===== src/rtl/mpsk_pkg.sv =====
// mpsk_pkg -- shared definitions for the M-PSK modulator.
//   MODE encodings, FSM state enum, bits-per-symbol helper, symbol-to-phase
//   mapping and the 8-point cos/sin constellation LUT (scaled by amp).
package mpsk_pkg;

  localparam logic [1:0] MODE_BPSK = 2'd0;
  localparam logic [1:0] MODE_QPSK = 2'd1;
  localparam logic [1:0] MODE_8PSK = 2'd2;
  localparam logic [1:0] MODE_RSVD = 2'd3;  // behaves as QPSK

  typedef enum logic [1:0] {
    ST_IDLE  = 2'd0,
    ST_RUN   = 2'd1,
    ST_FLUSH = 2'd2
  } state_e;

  function automatic logic [1:0] mode_bps(input logic [1:0] mode);
    case (mode)
      MODE_BPSK: return 2'd1;
      MODE_8PSK: return 2'd3;
      default:   return 2'd2;
    endcase
  endfunction

  // s is right-justified in bps bits
  function automatic logic [2:0] sym_phase(input logic [1:0] mode, input logic [2:0] s);
    case (mode)
      MODE_BPSK: return {s[0], 2'b00};
      MODE_8PSK: return {s[2], s[2] ^ s[1], s[2] ^ s[1] ^ s[0]};  // gray -> binary
      default: begin
        case (s[1:0])
          2'b00:   return 3'd1;
          2'b01:   return 3'd3;
          2'b11:   return 3'd5;
          default: return 3'd7;
        endcase
      end
    endcase
  endfunction

  // round(amp*cos(p*45deg)); 46341/65536 approximates 1/sqrt(2)
  function automatic int psk_cos(input logic [2:0] p, input int amp);
    int r;
    r = int'((longint'(amp) * 64'sd46341 + 64'sd32768) >>> 16);
    case (p)
      3'd0:    return amp;
      3'd1:    return r;
      3'd2:    return 0;
      3'd3:    return -r;
      3'd4:    return -amp;
      3'd5:    return -r;
      3'd6:    return 0;
      default: return r;
    endcase
  endfunction

  // sin(x) = cos(x - 90deg)
  function automatic int psk_sin(input logic [2:0] p, input int amp);
    return psk_cos(p + 3'd6, amp);
  endfunction

endpackage


===== src/rtl/mpsk_sym_strobe.sv =====
// mpsk_sym_strobe -- free-running symbol-period counter 0..SYM_DIV-1.
//   clk, rst      : clock, synchronous active-high reset
//   delay_cnt     : counter value at which the strobe fires
//   sym_stb       : one-cycle pulse per symbol period
module mpsk_sym_strobe #(
  parameter int SYM_DIV = 16,
  localparam int CW = $clog2(SYM_DIV)
) (
  input  logic          clk,
  input  logic          rst,
  input  logic [CW-1:0] delay_cnt,
  output logic          sym_stb
);

  logic [CW-1:0] cnt;

  always_ff @(posedge clk) begin
    if (rst)                          cnt <= '0;
    else if (cnt == CW'(SYM_DIV - 1)) cnt <= '0;
    else                              cnt <= cnt + CW'(1);
  end

  assign sym_stb = (cnt == delay_cnt);

endmodule


===== src/rtl/mpsk_modulator.sv =====
// mpsk_modulator -- byte-stream to BPSK/QPSK/8PSK I/Q sample generator.
//   clk_16d384M, rst_16d384M : clock, synchronous active-high reset
//   psk_t*                    : AXI-stream-like byte input (tuser = frame start)
//   MODE, DELAY_CNT, TX_PHASE_CONFIG : modulation, strobe phase, rotation
//   DAC_I/DAC_Q/DAC_valid/DAC_bits  : sample held for one symbol period
//   underflow                 : sticky, set when a symbol is due but data is short
// Optional: define MPSK_DIFF_ENC_EN for differential phase encoding.
module mpsk_modulator
  import mpsk_pkg::*;
#(
  parameter int DAC_W   = 12,
  parameter int SYM_DIV = 16,
  parameter int AMP     = 2047
) (
  input  logic                         clk_16d384M,
  input  logic                         rst_16d384M,
  input  logic [7:0]                   psk_tdata,
  input  logic                         psk_tvalid,
  input  logic                         psk_tlast,
  input  logic                         psk_tuser,
  output logic                         psk_tready,
  input  logic [1:0]                   MODE,
  input  logic [$clog2(SYM_DIV)-1:0]   DELAY_CNT,
  input  logic [2:0]                   TX_PHASE_CONFIG,
  output logic signed [DAC_W-1:0]      DAC_I,
  output logic signed [DAC_W-1:0]      DAC_Q,
  output logic                         DAC_valid,
  output logic [2:0]                   DAC_bits,
  output logic                         underflow
);

  state_e      state;
  logic [15:0] bit_buf, buf_n;  // MSB-justified; bits below bit_cnt are zero
  logic [4:0]  bit_cnt, cnt_n, bps5;
  logic [1:0]  mode_q, bps;
  logic        sym_stb, accept, frame_start, emit, starve, drain;
  logic [2:0]  sym, p_sym, p_tx, p_rot;
  logic signed [DAC_W-1:0] lut_i, lut_q;

  mpsk_sym_strobe #(.SYM_DIV(SYM_DIV)) u_sym_strobe (
    .clk       (clk_16d384M),
    .rst       (rst_16d384M),
    .delay_cnt (DELAY_CNT),
    .sym_stb   (sym_stb)
  );

  // held low while reset is asserted, high from the first cycle after
  assign psk_tready  = !rst_16d384M && (bit_cnt <= 5'd8) && (state != ST_FLUSH);
  assign accept      = psk_tvalid && psk_tready;
  assign frame_start = accept && ((state == ST_IDLE) || psk_tuser);

  assign bps  = mode_bps(mode_q);
  assign bps5 = {3'b000, bps};

  // FLUSH may emit a short symbol; the zero fill below bit_cnt pads it
  assign emit   = sym_stb && (state != ST_IDLE) &&
                  ((bit_cnt >= bps5) || ((state == ST_FLUSH) && (bit_cnt != 5'd0)));
  assign starve = sym_stb && (state == ST_RUN) && (bit_cnt < bps5);
  assign drain  = sym_stb && (state == ST_FLUSH) && (bit_cnt == 5'd0);

  assign sym   = bit_buf[15:13] >> (2'd3 - bps);
  assign p_sym = sym_phase(mode_q, sym);

`ifdef MPSK_DIFF_ENC_EN
  logic [2:0] ref_q;
  assign p_tx = ref_q + p_sym;
  always_ff @(posedge clk_16d384M) begin
    if (rst_16d384M)      ref_q <= '0;
    else if (frame_start) ref_q <= '0;
    else if (emit)        ref_q <= p_tx;
  end
`else
  assign p_tx = p_sym;
`endif

  assign p_rot = p_tx + TX_PHASE_CONFIG;
  assign lut_i = DAC_W'(psk_cos(p_rot, AMP));
  assign lut_q = DAC_W'(psk_sin(p_rot, AMP));

  // removal first, then append below what is left; a frame start discards all
  always_comb begin
    buf_n = bit_buf;
    cnt_n = bit_cnt;
    if (emit) begin
      buf_n = bit_buf << bps;
      cnt_n = (bit_cnt >= bps5) ? bit_cnt - bps5 : 5'd0;
    end
    if (frame_start) begin
      buf_n = {psk_tdata, 8'h00};
      cnt_n = 5'd8;
    end else if (accept) begin
      buf_n = buf_n | ({psk_tdata, 8'h00} >> cnt_n);
      cnt_n = cnt_n + 5'd8;
    end
  end

  always_ff @(posedge clk_16d384M) begin
    if (rst_16d384M) begin
      state     <= ST_IDLE;
      bit_buf   <= '0;
      bit_cnt   <= '0;
      mode_q    <= MODE_BPSK;
      DAC_I     <= '0;
      DAC_Q     <= '0;
      DAC_valid <= 1'b0;
      DAC_bits  <= '0;
      underflow <= 1'b0;
    end else begin
      bit_buf <= buf_n;
      bit_cnt <= cnt_n;
      if (state == ST_IDLE) mode_q <= MODE;

      case (state)
        ST_IDLE:  if (accept) state <= psk_tlast ? ST_FLUSH : ST_RUN;
        ST_RUN:   if (accept && psk_tlast) state <= ST_FLUSH;
        ST_FLUSH: if (drain) state <= ST_IDLE;
        default:  state <= ST_IDLE;
      endcase

      if (emit) begin
        DAC_I     <= lut_i;
        DAC_Q     <= lut_q;
        DAC_valid <= 1'b1;
        DAC_bits  <= sym;
      end else if (starve || drain) begin
        DAC_I     <= '0;
        DAC_Q     <= '0;
        DAC_valid <= 1'b0;
        DAC_bits  <= '0;
      end

      if (starve) underflow <= 1'b1;
    end
  end

endmodule


===== config.mk =====
export PLATFORM = sky130hd
export DESIGN_NAME = mpsk_modulator
export DESIGN_NICKNAME = d
export VERILOG_FILES = /design/src/rtl/mpsk_pkg.sv /design/src/rtl/mpsk_sym_strobe.sv /design/src/rtl/mpsk_modulator.sv
export SDC_FILE = /design/constraint.sdc
export NUM_CORES = 1
export LEC_CHECK = 0
export ABC_CLOCK_PERIOD_IN_PS = 4100
export CAP_MARGIN = 20
export CORE_MARGIN = 2
export CORE_UTILIZATION = 54
export CTS_BUF_LIST = sky130_fd_sc_hd__clkbuf_4 sky130_fd_sc_hd__clkbuf_8 sky130_fd_sc_hd__clkbuf_16
export DETAILED_ROUTE_END_ITERATION = 10
export GPL_TIMING_DRIVEN = 0
export PLACE_DENSITY = 0.81
export SYNTH_ARGS = -nofsm -noshare
export SYNTH_HDL_FRONTEND = slang
export SYNTH_HIERARCHICAL = 1
export SYNTH_SLANG_ARGS = --single-unit
export TNS_END_PERCENT = 1

===== constraint.sdc =====
create_clock -name clk_16d384M -period 4.1 [get_ports clk_16d384M]
set_input_delay 0.82 -clock clk_16d384M [delete_from_list [all_inputs] [get_ports clk_16d384M]]
set_output_delay 0.82 -clock clk_16d384M [all_outputs]
set_load 0.01 [all_outputs]

## Yosys cells after proc, flatten, opt, wreduce, memory -nomap -nowiden

Cells that the tools add are included.

| operators by class | value |
|---|---|
| divide/modulo/power cells | 0 |
| reductions and logical operators | 32 |
| multipliers | 0 |
| eq/ne operators | 21 |
| shift-type cells | 3 |
| mux-type cells | 24 |
| add/sub/neg operators | 6 |
| $lt $le $gt $ge | 3 |
| bitwise gates (word level) | 3 |

Operators with widths:

| operator | count |
|---|---|
| $pmux 12 s4 | 2 |
| $mux 16 | 3 |
| $mux 12 | 3 |
| $eq 3x3->1 const B | 6 |
| $or 16x16->16 | 1 |
| $shl 16x2->16 | 1 |
| $shr 16x5->16 | 1 |
| $mux 5 | 3 |
| $eq 3x2->1 const B | 4 |
| $logic_and 1x1->1 | 12 |
| $reduce_or 2->1 | 6 |
| $pmux 3 s3 | 1 |
| $mux 2 | 4 |
| $eq 2x2->1 const B | 3 |
| $logic_not 2->1 | 3 |
| $logic_not 3->1 | 2 |
| $mux 3 | 2 |
| $ne 2x2->1 const B | 3 |
| $pmux 2 s3 | 1 |
| $pmux 3 s2 | 1 |
| $add 5x4->5 const B | 1 |
| $ge 5x2->1 | 1 |
| $le 5x4->1 const B | 1 |
| $logic_not 5->1 | 1 |
| other kinds (20) | 26 |

| storage, ports and cells | value |
|---|---|
| input port bits | 22 |
| bits in latches | 0 |
| memory bits (read-only) | 0 |
| logic and storage cells | 104 |
| RAM bits | 0 |
| output and inout bits | 30 |
| register bits after elaboration | 58 |
| memories kept | 0 |

## Logic depth before layout (Yosys ltp)

| logic depth | value |
|---|---|
| depth after elaboration | 13 |
| mapped depth | 15 |
| mapped depth without buffers | 14 |

## Cells and area by module

Netlist, hierarchy kept.

Modules (own cells, without submodules):

| module | instances | seq. area each (um2) | cells an instance | area each (um2) |
|---|---|---|---|---|
| mpsk_modulator | 1 | 760.7 | 397 | 2975.4 |
| mpsk_sym_strobe | 1 | 80.1 | 20 | 203.9 |

## Worst setup path after synthesis

OpenSTA, ideal clock, no wires.

| path | value |
|---|---|
| path kind | input -> register |
| start point | in DELAY_CNT[1] |
| end point | reg bit_buf[9] |
| arrival time | 2.963 ns |
| slack | 0.995 ns |
| data required time | 3.958 ns |
| library setup time | 0.142 ns |
| stages | 9 |
| path buffers | 1 |
| path through | xor2_1 > nor4_2 > o21ai_2 > nor4_1 > a211o_1 > buf_2 > nand3_1 > a32oi_1 > a311oi_1 |

| between the ends | value |
|---|---|
| word-level cells in the longest chain between the ends | 8 |
| elaborated cells between the ends (all ways) | 9 |
| classes of those cells | 1 x eq/ne; 1 x shift; 4 x mux; 1 x bitwise; 2 x reduce/logical |

Ends and longest elaborated chain:

| what | line | RTL |
|---|---|---|
| start: declaration | mpsk_modulator.sv:23 | `input logic [$clog2(SYM_DIV)-1:0] DELAY_CNT,` |
| $eq 4x4->1 (*) | mpsk_sym_strobe.sv:23 | `assign sym_stb = (cnt == delay_cnt);` |
| named net sym_stb | mpsk_modulator.sv:36 | `logic sym_stb, accept, frame_start, emit, starve, drain;` |
| $logic_and 1x1->1 (*) (2 in a row) | mpsk_modulator.sv:56 | `assign emit = sym_stb && (state != ST_IDLE) &&` |
| $mux 5 | mpsk_modulator.sv:84 | `if (emit) begin` |
| $shr 16x5->16 | mpsk_modulator.sv:92 | `buf_n = buf_n \| ({psk_tdata, 8'h00} >> cnt_n);` |
| $or 16x16->16 | mpsk_modulator.sv:92 |  |
| $mux 16 (*) | mpsk_modulator.sv:91 | `end else if (accept) begin` |
| $mux 16 (*) | mpsk_modulator.sv:88 | `if (frame_start) begin` |
| end signal: assignment | mpsk_modulator.sv:109 | `bit_buf <= buf_n;` |
| end: declaration | mpsk_modulator.sv:33 | `logic [15:0] bit_buf, buf_n;` |

Mark *: on every way through the listed nets, which the timed path passes. The rest lies on a longest branch.
A chain may end at the register's enable or synchronous reset.

## Worst setup path after layout

| path | value |
|---|---|
| start point | reg mode_q[0] |
| end point | reg bit_buf[15] |

| between the ends | value |
|---|---|
| word-level cells in the longest chain between the ends | 10 |
| elaborated cells between the ends (all ways) | 15 |
| classes of those cells | 1 x add/sub; 1 x order compare; 1 x eq/ne; 2 x shift; 6 x mux; 1 x bitwise; 3 x reduce/logical |

Ends and longest elaborated chain:

| what | line | RTL |
|---|---|---|
| start: declaration | mpsk_modulator.sv:35 | `logic [1:0] mode_q, bps;` |
| start signal: assignment | mpsk_modulator.sv:102 | `mode_q <= MODE_BPSK;` |
| start signal: assignment | mpsk_modulator.sv:111 | `if (state == ST_IDLE) mode_q <= MODE;` |
| $eq 2x2->1 or $logic_not 2->1 (tied branches) | mpsk_pkg.sv:18 | `case (mode)` |
| $pmux 2 s2 (*) | mpsk_pkg.sv:18 |  |
| $ge 5x2->1 | mpsk_modulator.sv:57, mpsk_modulator.sv:86 |  |
| $logic_or 1x1->1 | mpsk_modulator.sv:57 | `((bit_cnt >= bps5) \|\| ((state == ST_FLUSH) && (bit_cnt != 5'd0)));` |
| $logic_and 1x1->1 | mpsk_modulator.sv:56 |  |
| $mux 5 | mpsk_modulator.sv:84 |  |
| $shr 16x5->16 | mpsk_modulator.sv:92 |  |
| $or 16x16->16 | mpsk_modulator.sv:92 |  |
| $mux 16 (*) | mpsk_modulator.sv:91 |  |
| $mux 16 (*) | mpsk_modulator.sv:88 |  |

Every way passes the cells marked *; elsewhere a longest branch is shown, timed or not.

==> results.py <==
metrics = {
    "setup_path": {
        "critPathRequiredTime_ns": 4.33,
        "path_max_fanout": 10,
        "startpoint_type": "flip-flop",
        "cp.arrival_ns": 4.00,
        "end_kind": "flip-flop",
        "worstSetupPathType": "reg -> reg",
    },
    "sta": {
        "setup_viol": 0,
        "rsz0062_at_grt": "no",
        "hold_ws_ns": 0.461,
        "min_period_over_period_pct": 91.7,
        "fin_skew_ns": 0.00642,
        "drv_slew": 0,
        "max-slew-margin-rel_pct": 51.1,
        "finalWorstSetupSlack_ns": 0.339,
        "finalCriticalPeriod_ns": 3.76,
        "worstMarginPinSlew_ns": 0.727,
        "timing.fmax_ghz": 0.266,
        "hold_viol_final": 0,
        "setup_tns_ns": 0,
    },
    "synthesis": {
        "ys.flop_type": "dfxtp_1",
        "synth_adder_area_share_pct": 2.20,
        "syn-cell-area_um2": 3180,
        "yosys-mux-area-fraction_pct": 4.41,
        "synth-seq-cells": 42,
        "avgSynthCellArea_um2": 7.62,
        "synth_top_family_by_area": "compound AO/OA/AOI/OAI gates",
        "synth-simple-area-share_pct": 26.3,
        "syn-num-nets": 444,
        "netlist_instances": 417,
        "ys_seq_area_share_pct": 26.4,
        "synth_warnings": 6,
        "synth_xor_area_share_pct": 2.75,
        "synth_edf_count": 0,
        "synthArstFlopShare_pct": 0,
        "synth_cell_types": 67,
        "synth_compound_area_share_pct": 28.7,
    },
    "routing": {
        "dr.pass1.iters": 6,
        "route.vias.total": 3449,
        "drt_iter0_drc": 311,
        "avgRoutedWirePerCell_um": 16.7,
        "viasPerCell": 6.31,
        "postRouteAntennaNets": 0,
        "drc": 0,
        "routed_wl_um": 9160,
    },
    "job": {
        "maxCapViolations": 0,
    },
    "cts": {
        "cts.repair.resized": 0,
        "post_cts.repair.setup_buffers": 0,
        "cts_tree": "built",
        "cts_buffers": 5,
        "root_buffer": "clkbuf_8",
        "cts_max_path_buffers": 2,
        "htree_levels": 2,
        "cts.sinks": 42,
        "cts_hold_buf": 0,
        "clkSlewWorstSetupHoldPaths_ns": 0.08,
        "clk_latency_ns": 0.30,
    },
    "grt": {
        "antenna_found_initial": 0,
        "grt.met1_usage_pct": 37.7,
        "grt_pass1_wl_um": 14600,
        "grt_pass1_vias": 3000,
        "met3_usage_pct": 3.78,
        "grt_use_met2_pct": 50.0,
        "overflow": 0,
        "grt_most_used_layer": "met2",
        "grt.total_usage_pct": 29.0,
        "grt_start_max_net_pins": 13,
    },
    "placement": {
        "portBuffers": 51,
        "gp_congestion": 0.966,
        "place_inst": 540,
        "dp_hpwl_um": 7120,
        "dpl_cell_area_um2": 3780,
        "pre_cts_ws_ns": -0.0794,
    },
    "die": {
        "num_rows": 27,
        "die_h_um": 80.7,
        "start_util_pct": 56.7,
        "die_w_um": 80.7,
        "core-area_um2": 5610,
        "die_area_um2": 6520,
        "io_pins": 52,
    },
    "power": {
        "p_leak_nw": 1.40,
        "power_density_nw_per_um2": 250,
        "design_power_total_mw": 0.967,
        "ir_worst_vdd_v": 0.000150,
    },
    "final_layout": {
        "stdcell_count": 547,
        "finalNetCount": 502,
        "fin_util_pct": 68.9,
        "areaGrowthSynthToFinish_pct": 21.6,
        "diodes": 0,
        "design_area_um2": 3860,
        "drive_above_1_share_pct": 12.0,
    },
    "outcome": {
        "status": "finished clean",
    },
    "hold_path": {
        "min_path_type": "reg -> reg",
    },
}
==> registers in the layout, summed over array words and instances, names as in the netlist <==
name / count
bit_buf: 16
bit_cnt: 5
DAC_I: 4
DAC_Q: 4
u_sym_strobe/cnt: 4
DAC_bits: 3
mode_q: 2
state: 2
DAC_valid: 1
underflow: 1
==> logic make-up (layout without fill, tap and decap cells) <==
kind of cell    Yosys count  after routing
fa+ha+maj                 5              5
buf+inv                  52            110
flops                    42             42
mux                      14             14
compound gates          125            125
simple gates            169            169
xor+xnor                 10             10
==> power breakdown <==
group	leakage (nW)	internal [mW]	switching (mW)	total, mW
combinational	1.01	0.109	0.156	0.264
sequential	0.342	0.426	0.0192	0.445
clock	0.0438	0.114	0.144	0.258
==> cells in the final DEF (no fill, tap or decap), types with 6 or more instances in the layout <==
master and count:
nor3_1 9, a311oi_1 6, clkbuf_1 11, mux2i_1 14, a31oi_1 7, a21oi_1 24, buf_2 11, nand3_1 35
dfxtp_1 42, nor2_1 52, inv_1 9, nand2_1 33, xor2_1 7, o21ai_0 21, clkdlybuf4s50_1 51, o211ai_1 9
o21ai_1 7, buf_4 16
==> Yosys cell counts, types with 6 or more instances <==
library cell,n,area [µm²]
nand2_1,33,124
inv_1,9,33.8
clkbuf_1,11,41.3
o21ai_0,21,105
mux2i_1,14,140
o211ai_1,9,67.6
a31oi_1,7,43.8
buf_2,11,55.1
a21oi_1,24,120
a311oi_1,6,52.6
buf_4,16,120
nor2_1,52,195
xor2_1,7,61.3
dfxtp_1,42,841
nand3_1,35,175
nor3_1,9,45.0
o21ai_1,7,35.0
==> critical path, stage by stage, from the launching register on <==
cell and delay (ns):
dfxtp_1 0.36, buf_6 0.16, clkbuf_1 0.36, clkbuf_1 0.39, inv_1 0.19, ha_1 0.42
o211a_1 0.16, o311ai_2 0.40, nand4bb_1 0.23, buf_2 0.24, o41ai_1 0.52, a22oi_1 0.16
nor2_1 0.10
==> final timing paths <==
kind                            cells past startpoint  slack (ns)       from     endpoint
worst min register to register                      2        0.46   DAC_Q[0]     DAC_Q[0]
worst min-delay path                                2        0.46   DAC_Q[0]     DAC_Q[0]
worst max register to register                     12        0.34  mode_q[0]  bit_buf[15]
worst max-delay path                               12        0.34  mode_q[0]  bit_buf[15]
==> layer usage <==
layer	part of all wire (%)	vias up
met5	0	-
met4	2.8	0
met3	8.7	27
met2	46	197
met1	43	1588
li1	-	1637
==> area by class of cell <==
| class | count | area (µm²) |
|---|---|---|
| buffer | 43 | 258 |
| multi-input combinational | 323 | 2050 |
| fill | 498 | 1740 |
| tap | 72 | 90.1 |
| clock buffer | 5 | 68.8 |
| sequential | 42 | 841 |
| clock inverter | 2 | 10.0 |
| timing repair buffer | 51 | 510 |
| inverter | 9 | 33.8 |
(Power assumes the default switching activity.)
